==> src/rtl/rvc_fetch_expander.sv <==
// Fetch realignment buffer: turns 32-bit fetch words into a halfword stream,
// reassembles straddling 32-bit instructions and expands RV32C quadrant 0.
module rvc_fetch_expander #(
    parameter int XLEN      = 32,
    parameter int BUF_HW    = 4,
    parameter int EXPAND_Q0 = 1
) (
    input  logic                          iCLK,
    input  logic                          iRST_N,
    input  logic                          iFLUSH,
    input  logic [XLEN-1:0]               iFLUSH_PC,
    input  logic                          iF_VALID,
    input  logic [31:0]                   iF_WORD,
    output logic                          oF_READY,
    output logic                          oD_VALID,
    input  logic                          iD_READY,
    output logic [31:0]                   oD_INSTR,
    output logic [XLEN-1:0]               oD_PC,
    output logic                          oD_IS_C,
    output logic                          oD_ILLEGAL,
    output logic [$clog2(BUF_HW+1)-1:0]   oCOUNT
);
    localparam int PW = $clog2(BUF_HW);
    localparam int CW = $clog2(BUF_HW + 1);
    localparam logic [CW-1:0] READY_MAX = CW'(BUF_HW - 2);

    logic [15:0]     hwBuf [BUF_HW];
    logic [PW-1:0]   headReg, headNext, tailReg, tailNext;
    logic [CW-1:0]   countReg, countNext;
    logic [XLEN-1:0] pcReg, pcNext;
    logic            skipReg, skipNext;

    logic [15:0]     hwLo, hwHi;
    logic            isC, doPush, doPop;
    logic [CW-1:0]   need, pushAmt, popAmt;
    logic [PW-1:0]   headPlus1, tailPlus1;

    assign headPlus1 = headReg + PW'(1);
    assign tailPlus1 = tailReg + PW'(1);
    assign hwLo      = hwBuf[headReg];
    assign hwHi      = hwBuf[headPlus1];
    assign isC       = (hwLo[1:0] != 2'b11);
    assign need      = isC ? CW'(1) : CW'(2);

    // Ready looks only at the registered count, so a pop never frees space in the same cycle.
    assign oF_READY  = !iFLUSH && (countReg <= READY_MAX);
    assign oD_VALID  = (countReg >= need);
    assign doPush    = iF_VALID && oF_READY;
    assign doPop     = oD_VALID && iD_READY && !iFLUSH;
    assign pushAmt   = !doPush ? CW'(0) : (skipReg ? CW'(1) : CW'(2));
    assign popAmt    = doPop ? need : CW'(0);

    assign oD_PC     = pcReg;
    assign oCOUNT    = countReg;

    always_comb begin
        headNext  = headReg;
        tailNext  = tailReg;
        countNext = countReg;
        pcNext    = pcReg;
        skipNext  = skipReg;
        if (iFLUSH) begin
            headNext  = '0;
            tailNext  = '0;
            countNext = '0;
            pcNext    = iFLUSH_PC & ~XLEN'(1);
            skipNext  = iFLUSH_PC[1];
        end else begin
            countNext = countReg + pushAmt - popAmt;
            if (doPush) begin
                tailNext = skipReg ? tailPlus1 : tailReg + PW'(2);
                skipNext = 1'b0;
            end
            if (doPop) begin
                headNext = headReg + PW'(need);
                pcNext   = pcReg + (isC ? XLEN'(2) : XLEN'(4));
            end
        end
    end

    always_ff @(posedge iCLK or negedge iRST_N) begin
        if (!iRST_N) begin
            headReg  <= '0;
            tailReg  <= '0;
            countReg <= '0;
            pcReg    <= '0;
            skipReg  <= 1'b0;
        end else begin
            headReg  <= headNext;
            tailReg  <= tailNext;
            countReg <= countNext;
            pcReg    <= pcNext;
            skipReg  <= skipNext;
        end
    end

    // Halfword storage carries no reset: entries are only read once count covers them.
    always_ff @(posedge iCLK) begin
        if (doPush) begin
            if (skipReg) begin
                hwBuf[tailReg] <= iF_WORD[31:16];
            end else begin
                hwBuf[tailReg]   <= iF_WORD[15:0];
                hwBuf[tailPlus1] <= iF_WORD[31:16];
            end
        end
    end

    logic [2:0] func3;
    logic [4:0] rdP, rs1P;
    logic [9:0] imm10;
    logic [6:0] off7;

    always_comb begin
        func3      = hwLo[15:13];
        rdP        = {2'b01, hwLo[4:2]};
        rs1P       = {2'b01, hwLo[9:7]};
        imm10      = {hwLo[10:7], hwLo[12:11], hwLo[5], hwLo[6], 2'b00};
        off7       = {hwLo[5], hwLo[12:10], hwLo[6], 2'b00};
        oD_INSTR   = {16'h0, hwLo};
        oD_IS_C    = 1'b1;
        oD_ILLEGAL = 1'b0;
        if (!isC) begin
            oD_INSTR = {hwHi, hwLo};
            oD_IS_C  = 1'b0;
        end else if ((EXPAND_Q0 != 0) && (hwLo[1:0] == 2'b00)) begin
            case (func3)
                3'b000: begin
                    oD_INSTR   = {2'b00, imm10, 5'd2, 3'b000, rdP, 7'h13};
                    oD_ILLEGAL = (imm10 == 10'd0);
                end
                3'b010:  oD_INSTR = {5'b0, off7, rs1P, 3'b010, rdP, 7'h03};
                3'b110:  oD_INSTR = {5'b0, off7[6:5], rdP, rs1P, 3'b010, off7[4:0], 7'h23};
                default: oD_ILLEGAL = 1'b1;
            endcase
        end
    end
endmodule

==> config.mk <==
export PLATFORM = sky130hd
export DESIGN_NAME = rvc_fetch_expander
export DESIGN_NICKNAME = d
export VERILOG_FILES = /design/src/rtl/rvc_fetch_expander.sv
export SDC_FILE = /design/constraint.sdc
export NUM_CORES = 1
export LEC_CHECK = 0
export BUFFER_PORTS_ARGS = -buffer_cell sky130_fd_sc_hd__buf_2
export CORE_ASPECT_RATIO = 0.7
export CORE_MARGIN = 1
export CORE_UTILIZATION = 40
export CTS_BUF_LIST = sky130_fd_sc_hd__clkbuf_8
export CTS_CLUSTER_SIZE = 40
export DETAILED_ROUTE_END_ITERATION = 10
export PLACE_DENSITY = 0.63
export SLEW_MARGIN = 0
export SYNTH_ARGS = -nofsm -noshare
export SYNTH_HDL_FRONTEND = slang
export SYNTH_SLANG_ARGS = --single-unit
==> constraint.sdc <==
create_clock -name iCLK -period 4.1 [get_ports iCLK]
set_clock_uncertainty 0.1 [all_clocks]
set_input_delay 0.82 -clock iCLK [delete_from_list [all_inputs] [get_ports iCLK]]
set_output_delay 0.82 -clock iCLK [all_outputs]
set_load 0.01 [all_outputs]
### Yosys cells after proc, flatten, opt, wreduce, memory -nomap -nowiden

Memories as Yosys holds them, arrays and structs flattened.
Cells that the tools add are included.

* register bits: 40
* latch bits: 0
* RAM bits: 64
* ROM bits: 0
* input port bits: 69
* output and inout port bits: 71
* word-level logic and storage cells: 59
* memories kept: 1

* $add $sub $neg: 7
* multiply operators: 0
* div/mod/pow operators: 0
* $lt $le $gt $ge: 2
* equality and inequality tests: 3
* shifts and indexed selects: 0
* muxes and demuxes: 29
* bitwise operators: 1
* reduce and logical (&&, ||, !) cells: 11

Memories
* hwBuf: depth 4, bits a word 16, read ports 2, clocked after Yosys merged registers in 0, write ports 2, line 27 `logic [15:0] hwBuf [BUF_HW];`

Operator list (count)
* 2-to-1 mux 32 bit: 3
* case mux 30 bit (3 select lines): 1
* adder 32 x 3 -> 32 bit: 1
* 2-to-1 mux 30 bit: 1
* 2-to-1 mux 2 bit: 9
* 2-to-1 mux 16 bit: 1
* 2-to-1 mux 1 bit: 11
* zero test 8 bit: 1
* 2-to-1 mux 3 bit: 2
* adder 2 x 1 -> 2 bit (second input constant): 2
* logical AND 1 bit: 4
* nonzero test 2 bit: 2
* adder 3 x 2 -> 3 bit: 1
* == test 3 x 2 -> 1 bit (second input constant): 1
* == test 3 bit (second input constant): 1
* greater-or-equal comparator 3 x 2 -> 1 bit: 1
* less-or-equal comparator 3 x 2 -> 1 bit (second input constant): 1
* zero test 3 bit: 1
* subtractor 3 x 2 -> 3 bit: 1
* adder 2 bit: 1
* adder 2 bit (second input constant): 1
* zero test 2 bit: 1
* != test 2 bit (second input constant): 1
* case mux 1 bit (2 select lines): 1
* 3 further kinds: 3

### Logic depth before layout (Yosys ltp)

Gate-level depths: netlist of run 1.
An unclocked memory read counts as a cell.

* word-level depth: 9
* gate-level depth with buffers: 17

### Worst setup path before layout of run 1

No wires, ideal clock.

* kind: reg-to-reg
* start point: reg headReg[0]
* end point: reg countReg[2], in the netlist oCOUNT[2]
* setup time: 0.132 ns
* data arrival time: 3.752 ns
* required time: 3.868 ns
* setup slack: 0.116 ns
* stages on the path, launching flop included: 18
* clock period less this slack: 3.984 ns
* cells stage by stage: dfrtp_1 buf_6 mux4_2 nand2_1 buf_2 ha_1 nand2b_1 a211o_2 nand2_1 nor3_1 ha_1 inv_1 ha_1 inv_1 fa_1 xor2_1 xnor2_1 nor2_1

* longest elaborated chain between the ends: 9

RTL lines
* start: declaration: line 28 `logic [PW-1:0] headReg, headNext, tailReg, tailNext;`
* start signal: assignment: line 89 `headReg <= headNext;`
* memory read (4 x 16 bit) (*)
* != test 2 bit (*): line 42 `assign isC = (hwLo[1:0] != 2'b11);`
* 2-to-1 mux 2 bit (*): line 43 `assign need = isC ? CW'(1) : CW'(2);`
* greater-or-equal comparator 3 x 2 -> 1 bit: line 47 `assign oD_VALID = (countReg >= need);`
* logical AND 1 bit (2 in a row): line 49 `assign doPop = oD_VALID && iD_READY && !iFLUSH;`
* 2-to-1 mux 2 bit (*): line 51 `assign popAmt = doPop ? need : CW'(0);`
* subtractor 3 x 2 -> 3 bit (*): line 69 `countNext = countReg + pushAmt - popAmt;`
* 2-to-1 mux 3 bit (*): line 62 `if (iFLUSH) begin`
* net countNext[2]: line 29 `logic [CW-1:0] countReg, countNext;`
* end signal: assignment: line 91 `countReg <= countNext;`
* end: declaration: line 29

Mark *: on every way through the listed nets, which the timed path passes. The rest lies on a longest branch.
A chain may end at the register's enable or synchronous reset.

### Final worst setup path of run 1

* start point: reg headReg[0]
* end point: out oD_INSTR[9]

* longest elaborated chain between the ends: 5

RTL lines
* memory read (4 x 16 bit) (*)
* == test 3 bit, or another cell as far along: line 127 `case (func3)`
* case mux 30 bit (3 select lines): line 127
* 2-to-1 mux 30 bit: line 126 `end else if ((EXPAND_Q0 != 0) && (hwLo[1:0] == 2'b00)) begin`
* 2-to-1 mux 32 bit (*): line 123 `if (!isC) begin`
* end: declaration: line 17 `output logic [31:0] oD_INSTR,`

Every way passes the cells marked *; elsewhere a longest branch is shown, timed or not.

==> flow_summary.yaml, run 1 <==
floorplanning:
  die_x_um: 156
  fp.dieH_um: 109
  ios: 140
  row_count: 38
  core-area_um2: 15800
  die-area_um2: 17000
  initial_utilization_pct: 41.8
yosys:
  synthFlopType: "edfxtp_1"
  synth_cells: 597
  synth_top_area_share_pct: 29.1
  yosysUniqueCellTypes: 71
  ys_seq_elements: 103
  synth_seq_area_share_pct: 43.9
  async_flop_share_pct: 37.9
  yosysTopAreaCell: "edfxtp_1"
  synth.area.top_cells: "edfxtp_1 (29%), dfrtp_1 (15%), mux2_2 (14%)"
  synthesis.area_um2: 6600
  post_synth.cell_area_avg_um2: 11.1
  yosysWarnings: 0
  synth_most_common_cell: "mux2_2"
  synth.net_count: 683
  synth_edf_count: 64
  synth_common_cells: "mux2_2 (81), edfxtp_1 (64), nor2_1 (55), dfrtp_1 (39), nand2_1 (35)"
clocking:
  cts_buffers: 9
  postCtsSetupBuffers: 0
  cts-root-buf: "clkbuf_8"
  holdBufCountCts: 0
  clkLatencyLatePin_ns: 0.39
  cts_resized: 0
  clkTransAtPathRegs_ns: 0.10
  cts_sinks: 103
  clockBufferDepth: 2
  htree_levels: 3
  cts_tree: "done"
global_routing:
  use_met3_pct: 4.14
  grt.busiest_layer: "met2"
  met1_usage_pct: 29.0
  grt_max_degree: 40
  grt_pass1_wl_um: 27900
  use_met2_pct: 34.8
  gr-total-overflow: 0
  grt_use_total_pct: 21.4
  grt_pass1_vias: 5331
  antenna_found_initial: 1
route:
  routed_wl_um: 17900
  post_drt_via_cell_ratio: 5.57
  drt-initial-drc-count: 424
  wire_per_inst_um: 18.6
  drt-pass1-iter-count: 4
  vias: 5343
  drcViolationCount: 0
  antenna_left: 0
hold_path:
  hp-class: "in2async"
critical_path:
  crit_path_end_kind: "output pin"
  r2r_slack_ns: 0.39
  critPathRequiredTime_ns: 3.18
  critPathArrivalTime_ns: 2.94
  crit_fanout: 12
  critPathLaunchType: "flop"
  crit_type: "reg2out"
  reg2reg_depth: 15
layout:
  area.sequential_um2: 2900
  num-fill-cells: 1484
  multiInputGateArea_um2: 3420
  fin_util_pct: 49.0
  syn_to_final_growth_pct: 17.2
  nNetsFinal: 819
  drive_above_1_share_pct: 39.0
  layout.cells.non_filler: 959
timing:
  finalSetupViolCount: 0
  fmax_mhz: 259
  holdWs_ns: 0.458
  fin_crit_sh_pct: 94.1
  relSlewSlack_pct: 20.1
  rsz0062_at_grt: "no"
  fin_tns_setup_ns: 0
  fin_crit_ns: 3.86
  final-max-slew-violation-count: 0
  finalHoldViolCount: 0
  worstMarginPinSlew_ns: 1.20
placement:
  place_inst: 942
  port_buffers: 137
  hpwlAfterDp_um: 12900
  gp_congestion: 0.905
run_status:
  status: "finished, final reports clean"
power_and_ir_drop:
  ir_drop_mv: 0.256
  power_density_nw_per_um2: 558
  p_total_uw: 4320
  leakagePower_uw: 0.00306
flow_run:
  maxCapViolCount: 0
==> cells in the final DEF, fill, tap and decap left out, types with 11 or more instances in the layout <==
master / Yosys / final
buf_2: 7 / 137
nand2_1: 35 / 35
or4_1: 11 / 11
nand4_1: 12 / 12
mux2_2: 81 / 81
nand3_1: 17 / 17
a21oi_1: 24 / 24
buf_4: 7 / 24
dfrtp_1: 39 / 38
edfxtp_1: 64 / 64
o21ai_0: 27 / 27
a31oi_1: 17 / 17
nor2_1: 55 / 55
mux2i_1: 26 / 26
inv_1: 16 / 16
ha_1: 14 / 14
==> logic make-up after synthesis <==
family / synth area share, %
adder cells (fa/ha/maj): 3.56
XOR/XNOR: 1.46
flip-flops: 43.9
AND/OR/NAND/NOR: 15.1
AO/OA/AOI/OAI: 11.1
buffers and inverters: 4.32
multiplexers: 20.5
other: 0.0568
==> power breakdown <==
part           total, µW  switching (µW)  internal, µW
Combinational       2260            1320           944
Clock                693             396           298
Sequential          1360             124          1240
==> path summary, 6_finish.rpt <==
check                                       start                      to
setup / recovery           headReg[0]$_DFFE_PN0N_             oD_INSTR[9]
hold / removal                             iRST_N   oD_PC[29]$_DFFE_PN0N_
setup reg to reg           headReg[0]$_DFFE_PN0N_     oCOUNT[2]$_DFF_PN0_
hold reg to reg             oD_PC[31]$_DFFE_PN0N_   oD_PC[31]$_DFFE_PN0N_
max in group asynchronous                  iRST_N  headReg[1]$_DFFE_PN0N_
min in group iCLK           oD_PC[31]$_DFFE_PN0N_   oD_PC[31]$_DFFE_PN0N_
==> critical path: stages, from the launching register on <==
cell	delay (ns)
dfrtp_1	0.47
buf_4	0.23
mux4_2	0.67
a2111oi_4	0.74
nor2_1	0.08
a31o_2	0.23
buf_2	0.13
==> layer usage <==
metal,part of all wire (%),up-vias,wire length (µm)
met2,47,155,8420
met4,1.8,0,315
li1,-,2526,-
met1,46,2638,8150
met3,5.5,24,986
met5,0,-,0
==> area by class of cell <==
| cell class | instances | area share [%] |
|---|---|---|
| Antenna cell | 1 | 0.0323 |
| Clock buffer | 9 | 1.60 |
| Clock inverter | 7 | 1.13 |
| Inverter | 18 | 0.873 |
| Multi-Input combinational cell | 440 | 44.2 |
| Sequential cell | 103 | 37.5 |
| Tap cell | 220 | 3.56 |
| Timing Repair Buffer | 161 | 11.2 |
==> per-stage QoR <==
| stage | setup WS [ns] | instance area (µm²) |
|---|---|---|
| after floorplan | 0.116 | 6600 |
| after global placement | 0.490 | 7530 |
| after detailed placement | 0.389 | 7530 |
| after CTS | 0.221 | 7740 |
| after global routing | 0.0605 | 7740 |
| final | 0.242 | 7740 |
==> flip-flops by register name, indices dropped and copies added (netlist names) <==
signal / count
oD_PC: 31
hwBuf: 64
headReg: 2
oCOUNT: 3
skipReg: 1
tailReg: 2
Note: power is estimated with default switching activity, not from simulation.
==> run 2, diff against run 1 <==
--- a/config.mk
+++ b/config.mk
@@ -7,12 +7,13 @@
 export LEC_CHECK = 0
 export BUFFER_PORTS_ARGS = -buffer_cell sky130_fd_sc_hd__buf_2
 export CORE_ASPECT_RATIO = 0.7
-export CORE_MARGIN = 1
+export CORE_MARGIN = 10
 export CORE_UTILIZATION = 40
 export CTS_BUF_LIST = sky130_fd_sc_hd__clkbuf_8
 export CTS_CLUSTER_SIZE = 40
 export DETAILED_ROUTE_END_ITERATION = 10
 export PLACE_DENSITY = 0.63
+export RECOVER_POWER = 50
 export SLEW_MARGIN = 0
 export SYNTH_ARGS = -nofsm -noshare
 export SYNTH_HDL_FRONTEND = slang
==> run 2 against run 1 <==
  * Utilization fell by 1.8 points
  * Count of clock-buffer cells in the layout did not move
  * Wire length rose by 7.7%
  * Die area rose by 30%
  * Clock power fell by 7.8%
  * Critical path depth rose by 1
  * The run now ends with capacitance limit, slew limit left
==> flow_summary.yaml, run 2 (synthesis gave the netlist of run 1 again) <==
run_status:
  status: "finished, violations left"
  violations: "capacitance limit, slew limit"
timing:
  finalSetupViolCount: 0
  fmax_mhz: 254
  fin_crit_ns: 3.93
  rsz0062_at_grt: "no"
  holdWs_ns: 0.494
  fin_crit_sh_pct: 95.9
  fin_tns_setup_ns: 0
  worst_slack_ns: 0.168
  finalHoldViolCount: 0
  relSlewSlack_pct: -47.3
  final-max-slew-violation-count: 40
  worstMarginPinSlew_ns: 2.21
clocking:
  cts_tree: "done"
  clkLatencyLatePin_ns: 0.40
  cts-root-buf: "clkbuf_8"
  htree_levels: 3
  clockBufferDepth: 2
  clkTransAtPathRegs_ns: 0.11
  cts_sinks: 103
  cts_buffers: 9
  holdBufCountCts: 0
global_routing:
  grt_pass1_wl_um: 30300
  antenna_found_initial: 0
  grt_max_degree: 40
  gr-total-overflow: 0
  grt_use_total_pct: 17.0
  grt_pass1_vias: 5388
power_and_ir_drop:
  leakagePower_uw: 0.00294
  ir_drop_mv: 0.261
  power_density_nw_per_um2: 558
layout:
  syn_to_final_growth_pct: 16.4
  layout.cells.non_filler: 965
  mostFrequentLayoutCell: "buf_2"
  largest_reg_flops: 64
  antenna_cells: 0
  layout_common_cells: "buf_2 (102), mux2_2 (81), edfxtp_1 (64)"
  drive_above_1_share_pct: 33.6
  multiInputGateArea_um2: 3410
  top_register: "hwBuf"
  nNetsFinal: 821
  area.sequential_um2: 2900
  num-fill-cells: 1523
flow_run:
  maxCapViolCount: 1
route:
  drcViolationCount: 0
  routed_wl_um: 19200
  drt-initial-drc-count: 449
  drt-pass1-iter-count: 5
  vias: 5492
  antenna_left: 0
  wire_per_inst_um: 19.9
  post_drt_via_cell_ratio: 5.69
critical_path:
  reg2reg_depth: 15
  critPathLaunchType: "flop"
  crit_type: "reg2out"
  critPathRequiredTime_ns: 3.18
  regToRegStartpoint: "headReg[0]$_DFFE_PN0N_"
  crit_fanout: 21
  critPathArrivalTime_ns: 3.01
  crit_path_end_kind: "output pin"
  r2r-end: "oCOUNT[2]$_DFF_PN0_"
  r2r_slack_ns: 0.28
placement:
  hpwlAfterDp_um: 14100
  gp_congestion: 0.910
  place_inst: 947
  dpl_worst_slack_ns: 0.308
  port_buffers: 137
floorplanning:
  row_count: 39
  initial_utilization_pct: 40.6
  ios: 140
  fp.dieH_um: 127
  die-area_um2: 22100
  core-area_um2: 16200
  die_x_um: 174
hold_path:
  min_from: "oD_PC[31]$_DFFE_PN0N_"
  hold_end: "oD_PC[31]$_DFFE_PN0N_"
  hold_path_depth: 2
  hp-class: "reg2reg"
==> run 2: changes by cell type in the layout (fill, tap and decap cells not counted) <==
cell        before  now
bufinv_16        1    0
clkinv_4         2    3
clkbuf_1         0   40
clkinvlp_4       0    1
a211oi_1         1    2
buf_12           0    1
buf_4           24   20
inv_6            2    1
diode_2          1    0
buf_2          137  102
a211oi_2         1    0
==> run 2: per-layer routing <==
layer,up-vias,share of wire (%),GRT usage [%]
met3,24,6.3,4.50
met4,0,1.4,4.60
met5,-,0,0
met1,2746,45,22.4
met2,188,47,27.1
li1,2534,-,-
==> run 2: repair_timing <==
item                                    CTS  global route
buffers inserted                          2             0
endpoints found under the setup margin    4             0
resized for setup                         0             0
==> run 2: metrics by stage <==
stage | total power [µW] | cell area [µm²] | utilization, %
3_5_place_dp | 3650 | 7530 | 46.4
6_report | 4290 | 7680 | 47.3
2_1_floorplan | 2880 | 6600 | -
3_3_place_gp | 3600 | 7530 | 46.4
5_1_grt | 4580 | 7680 | 47.3
4_1_cts | 4320 | 7750 | 47.7
==> run 2: worst max path at each step <==
stage | startpoint | to | slack, ns
2_1_floorplan | headReg[0]$_DFFE_PN0N_ | oCOUNT[2]$_DFF_PN0_ | 0.12
3_3_place_gp | headReg[0]$_DFFE_PN0N_ | oCOUNT[2]$_DFF_PN0_ | 0.42
3_5_place_dp | headReg[0]$_DFFE_PN0N_ | oCOUNT[2]$_DFF_PN0_ | 0.31
4_1_cts | headReg[0]$_DFFE_PN0N_ | oD_INSTR[9] | 0.19
5_1_grt | headReg[0]$_DFFE_PN0N_ | oCOUNT[2]$_DFF_PN0_ | 0.008
6_report | headReg[0]$_DFFE_PN0N_ | oD_INSTR[9] | 0.17
==> run 2: area by class of cell <==
type	instances	area share [%]
clock buffer	9	1.61
sequential	103	37.7
timing repair buffer	163	10.8
multi-input combinational	440	44.4
inverter	18	0.880
tap	225	3.67
clock inverter	7	0.847
==> run 2: power breakdown <==
group / leakage [µW] / internal, µW / total [µW] / switching, µW
combinational: 0.00180 / 932 / 2280 / 1340
clock: 0.0000938 / 235 / 639 / 404
sequential: 0.00104 / 1240 / 1370 / 131
total: 0.00294 / 2410 / 4290 / 1880
==> run 2: critical path: stages (launching register included) <==
cell and delay, ns:
dfrtp_1 0.58, buf_4 0.35, mux4_2 0.70, a2111oi_4 0.34, buf_4 0.22, nor2_1 0.05, a31o_2 0.23, buf_2 0.13
